--- config.mk ---
export PLATFORM = sky130hd
export DESIGN_NAME = id_ex_pipe_reg
export DESIGN_NICKNAME = d
export VERILOG_FILES = /design/src/rtl/id_ex_pipe_reg.sv
export SDC_FILE = /design/constraint.sdc
export NUM_CORES = 1
export LEC_CHECK = 0
export BUFFER_PORTS_ARGS = -buffer_cell sky130_fd_sc_hd__buf_4
export CAP_MARGIN = 20
export CELL_PAD_IN_SITES_DETAIL_PLACEMENT = 1
export CELL_PAD_IN_SITES_GLOBAL_PLACEMENT = 1
export CORE_MARGIN = 2
export CORE_UTILIZATION = 29
export DETAILED_ROUTE_END_ITERATION = 7
export GPL_TIMING_DRIVEN = 1
export PLACE_DENSITY = 0.72
export SETUP_SLACK_MARGIN = 0.2
export SYNTH_ARGS = -nofsm -noshare
export SYNTH_HDL_FRONTEND = slang
export SYNTH_SLANG_ARGS = --single-unit
--- constraint.sdc ---
create_clock -name clk -period 0.93 [get_ports clk]
set_input_delay 0.1395 -clock clk [delete_from_list [all_inputs] [get_ports clk]]
set_output_delay 0.1395 -clock clk [all_outputs]
set_load 0.02 [all_outputs]
--- src/rtl/id_ex_pipe_reg.sv ---
// Decode-to-Execute pipeline register with stall, flush and invalid-slot bubble insertion.
// Optional performance counters are compiled in with `define ID_EX_PERF_EN.
module id_ex_pipe_reg #(
    parameter int DATA_W  = 32,
    parameter int REG_W   = 5
`ifdef ID_EX_PERF_EN
    ,
    parameter int COUNT_W = 32
`endif
) (
    input  logic               clk,
    input  logic               reset,
    input  logic               StallE,
    input  logic               FlushE,
    input  logic               ValidD,
    input  logic               RegWriteD,
    input  logic               MemtoRegD,
    input  logic               MemWriteD,
    input  logic               BranchD,
    input  logic               ALUSrcD,
    input  logic               RegDstD,
    input  logic [2:0]         ALUControlD,
    input  logic [DATA_W-1:0]  RD1D,
    input  logic [DATA_W-1:0]  RD2D,
    input  logic [DATA_W-1:0]  SignImmD,
    input  logic [DATA_W-1:0]  PCPlus4D,
    input  logic [REG_W-1:0]   RsD,
    input  logic [REG_W-1:0]   RtD,
    input  logic [REG_W-1:0]   RdD,
`ifdef ID_EX_PERF_EN
    output logic [COUNT_W-1:0] BubbleCountE,
    output logic [COUNT_W-1:0] StallCountE,
`endif
    output logic               ValidE,
    output logic               RegWriteE,
    output logic               MemtoRegE,
    output logic               MemWriteE,
    output logic               BranchE,
    output logic               ALUSrcE,
    output logic               RegDstE,
    output logic [2:0]         ALUControlE,
    output logic [DATA_W-1:0]  RD1E,
    output logic [DATA_W-1:0]  RD2E,
    output logic [DATA_W-1:0]  SignImmE,
    output logic [DATA_W-1:0]  PCPlus4E,
    output logic [REG_W-1:0]   RsE,
    output logic [REG_W-1:0]   RtE,
    output logic [REG_W-1:0]   RdE
);

    typedef struct packed {
        logic              valid;
        logic              reg_write;
        logic              memto_reg;
        logic              mem_write;
        logic              branch;
        logic              alu_src;
        logic              reg_dst;
        logic [2:0]        alu_control;
        logic [DATA_W-1:0] rd1;
        logic [DATA_W-1:0] rd2;
        logic [DATA_W-1:0] sign_imm;
        logic [DATA_W-1:0] pc_plus4;
        logic [REG_W-1:0]  rs;
        logic [REG_W-1:0]  rt;
        logic [REG_W-1:0]  rd;
    } slot_t;

    slot_t r_e;
    slot_t w_d;
    logic  w_bubble;

    // Flush overrides stall; an illegal decode slot becomes a bubble only when not stalled.
    assign w_bubble = FlushE | (~StallE & ~ValidD);

    assign w_d = '{
        valid:       1'b1,
        reg_write:   RegWriteD,
        memto_reg:   MemtoRegD,
        mem_write:   MemWriteD,
        branch:      BranchD,
        alu_src:     ALUSrcD,
        reg_dst:     RegDstD,
        alu_control: ALUControlD,
        rd1:         RD1D,
        rd2:         RD2D,
        sign_imm:    SignImmD,
        pc_plus4:    PCPlus4D,
        rs:          RsD,
        rt:          RtD,
        rd:          RdD
    };

    // NOTE: the bubble loads the constant '0 rather than masking w_d, so X on the
    // control inputs of an invalid slot cannot leak through the register.
    always_ff @(posedge clk) begin
        // NOTE: non-blocking assignments for all flop state; blocking here would race
        // against readers of r_e sampled on the same edge.
        if (reset || w_bubble) begin
            r_e <= '0;
        end else if (!StallE) begin
            r_e <= w_d;
        end
    end

    assign ValidE      = r_e.valid;
    assign RegWriteE   = r_e.reg_write;
    assign MemtoRegE   = r_e.memto_reg;
    assign MemWriteE   = r_e.mem_write;
    assign BranchE     = r_e.branch;
    assign ALUSrcE     = r_e.alu_src;
    assign RegDstE     = r_e.reg_dst;
    assign ALUControlE = r_e.alu_control;
    assign RD1E        = r_e.rd1;
    assign RD2E        = r_e.rd2;
    assign SignImmE    = r_e.sign_imm;
    assign PCPlus4E    = r_e.pc_plus4;
    assign RsE         = r_e.rs;
    assign RtE         = r_e.rt;
    assign RdE         = r_e.rd;

`ifdef ID_EX_PERF_EN
    logic [COUNT_W-1:0] r_bubble_cnt;
    logic [COUNT_W-1:0] r_stall_cnt;
    logic               w_stall_edge;

    assign w_stall_edge = StallE & ~FlushE;

    // Both counters saturate at all-ones instead of wrapping.
    always_ff @(posedge clk) begin
        if (reset) begin
            r_bubble_cnt <= '0;
            r_stall_cnt  <= '0;
        end else begin
            if (w_bubble && (r_bubble_cnt != '1)) begin
                r_bubble_cnt <= r_bubble_cnt + COUNT_W'(1);
            end
            if (w_stall_edge && (r_stall_cnt != '1)) begin
                r_stall_cnt <= r_stall_cnt + COUNT_W'(1);
            end
        end
    end

    assign BubbleCountE = r_bubble_cnt;
    assign StallCountE  = r_stall_cnt;
`endif

endmodule

==> results.md <==
* Status: finished, violations left
* Violated checks: negative setup slack
* Total gr overflow at 0
* Critical setup path kind: reg -> out
* Mapped Cells at 680
* Global-route wire length before repair at 40500 um
* Syn_nets at 837
* Die Ht at 150 um
* Minimum clock period at 1.06 ns
* RePlAce Congestion at 0.753
* Fmax at 0.945 GHz
* CTS Root Cell: clkbuf_16
* Routed Wire Length at 29400 um
* Total CTS buffers at 17
* Leakage at 5.06 nW
* Starting Density at 0.295
* Slew HR at 0.763
* Top delay family on crit path: flip-flops
* WP buf/inv at 1
* Slew @ Worst Pin at 0.356 ns
* Synth Area per Inst at 9.11 um^2
* Area Overhead vs Synth at 102%
* Setup Viol. Count Final at 153
* Worst min path class: in -> reg
* Vias per std cell at 4.78
* CP peak stage delay at 0.37 ns
* Total of max-cap violations at 0
* Fin crit share at 1.14
* Wirelength per Cell at 20.0 um
* Final setup margin at -0.128 ns
* Skew-Pair Late Insertion Delay at 0.42 ns
* DR iter-0 viols at 227
* Area contributors post-synth: dfxtp_1 49%, nand3b_1 18%, a21oi_2 9.9%, nand2_1 9.2%, a21oi_1 6.6%
* Synth Warn # at 0
* Synth top area share at 0.494
* Final-report hold violation count at 0
* Die span in x at 150 um
* CP startpoint kind: flop
* CP max FO at 2
* Total core area at 0.0210 mm^2
* Critical Path RT at 0.79 ns
* Num rows at 53
* Maximum vdd drop at 1230 uV
* Dpl ws at -0.120 ns
* CTS clk-pin slew, worst paths at 0.07 ns
* CTS Buffer Depth at 2
* Final nets at 1339
* Pwr/cell area at 1380 mW/mm^2
* CTS HTree Levels at 4
* DRT antenna net count at 0
* Slowest CP cell: dfxtp_2
* IO Port Bufs at 309
* Initial antenna violation count at 0
* Clock Sinks at 153
* Slew Limit Fails at 0
* Power after layout at 17.3 mW
* Final instance area at 0.0125 mm^2
* N_diodes at 0
* Post-synthesis sequential area ratio at 0.494
* Worst-path cell chain: buf_6
* # DRC at 0
* Boundary Pins at 310
* Layout cells sized above 1 at 0.593
* CTS tree: yes
* Largest net degree at the start of global routing at 55
* Filler cells at 2224
* Vias after detailed routing at 7019
* Die Area at 0.0225 mm^2
* Total GRT Usage at 0.233
* HPWL Detailed at 14800 um
* Number of synthesized register bits at 153
* Cell taking the most area after synthesis: dfxtp_1
* RSZ-0062 raised after global routing: true
* Area after DPL at 0.00896 mm^2
* CP Data Arrival Time at 0.92 ns
* Mapped Area at 0.00619 mm^2
* CP endpoint kind: output port
* Clock skew at 0 ns
* Distinct cells, synth at 13
* Vias in the first global route at 7562
* Iteration count of the initial detailed-routing pass at 6
-- final timing paths --
| check | from | end | slack, ns | cells past startpoint |
|---|---|---|---|---|
| min | RD2D[2] | RD2E[2]$_SDFFE_PP0N_ | 0.02 | 3 |
| max reg2reg | PCPlus4E[29]$_SDFFE_PP0N_ | PCPlus4E[29]$_SDFFE_PP0N_ | 0.12 | 4 |
| max | SignImmE[3]$_SDFFE_PP0N_ | SignImmE[3] | -0.13 | 1 |
| min reg2reg | RdE[4]$_SDFFE_PP0N_ | RdE[4]$_SDFFE_PP0N_ | 0.47 | 2 |
-- where the power goes --
group	internal [mW]	total, mW	switching (mW)
combinational	1.56	2.79	1.22
sequential	6.71	6.81	0.109
clock	4.67	7.70	3.03
-- layout by cell type, fill, tap and decap left out, types with 2 or more instances in the layout --
cell            instances
bufinv_16               4
buf_6                 169
nand3b_1              152
dfxtp_2               152
clkbuf_16              17
buf_4                 224
buf_12                 15
nand2_2                 8
a21oi_2                96
clkinvlp_4              2
nand2_4                11
clkinv_4                2
a21oi_1                56
dlymetal6s4s_1          4
clkbuf_8                2
inv_6                   4
dlygate4sd3_1         139
nand2_1               133
-- per-layer routing --
layer	vias up	global-route usage	part of all wire	wire length [um]
met4	0	0.115	0.042	1240
li1	3305	-	-	-
met5	-	0	0	0
met2	282	0.428	0.53	15600
met3	78	0.0667	0.062	1830
met1	3354	0.242	0.37	10800
-- per-stage QoR --
| stage | cells | hold slack (ns) | TNS [ns] | util |
|---|---|---|---|---|
| 2_1_floorplan | 680 | 0.299 | 0 | - |
| 5_1_grt | 1469 | 0.0219 | -19.18 | 0.596 |
| 3_3_place_gp | 1234 | 0.419 | -8.89 | 0.426 |
| 6_report | 1469 | 0.0171 | -14.07 | 0.596 |
| 4_1_cts | 1432 | 0.00671 | -16.67 | 0.570 |
| 3_5_place_dp | 1234 | 0.426 | -10.33 | 0.426 |
-- layout make-up --
type	count	area [um^2]	share of cell area
clock buffers	19	453	0.0362
clock inverters	12	188	0.0150
multi-input cells	459	2960	0.236
flip-flops and latches	153	3260	0.260
well taps	275	344	0.0275
repair buffers	551	5330	0.425
-- registers in the layout, indices dropped and copies added, names as in the netlist --
register     cells
ALUControlE      3
ALUSrcE          1
BranchE          1
MemWriteE        1
MemtoRegE        1
PCPlus4E        32
RD1E            32
RD2E            32
RdE              5
RegDstE          1
RegWriteE        1
RsE              5
RtE              5
SignImmE        32
ValidE           1
-- Yosys cell counts, drive strengths merged --
cell	count
or2	1
nand2	152
clkbuf	24
a21oi	152
nand3b	152
nor2	1
buf	44
dfxtp	153
mux2i	1
-- logic make-up (layout without fill, tap and decap cells) --
kind of cell,count (synthesis),in the layout,share of synthesized area
AO/OA/AOI/OAI,152,152,0.165
buffers and inverters,68,582,0.0608
flip-flops,153,153,0.494
multiplexers,1,1,0.00162
AND/OR/NAND/NOR,306,306,0.278
-- repair_timing --
item,4_1_cts,5_1_grt
hold endpoints to repair,143,0
resized for setup,307,75
hold buffers,143,0
buffers inserted,24,37
setup endpoints to repair,153,176
pin swaps,0,24
Note: power is estimated with default switching activity, not from simulation.
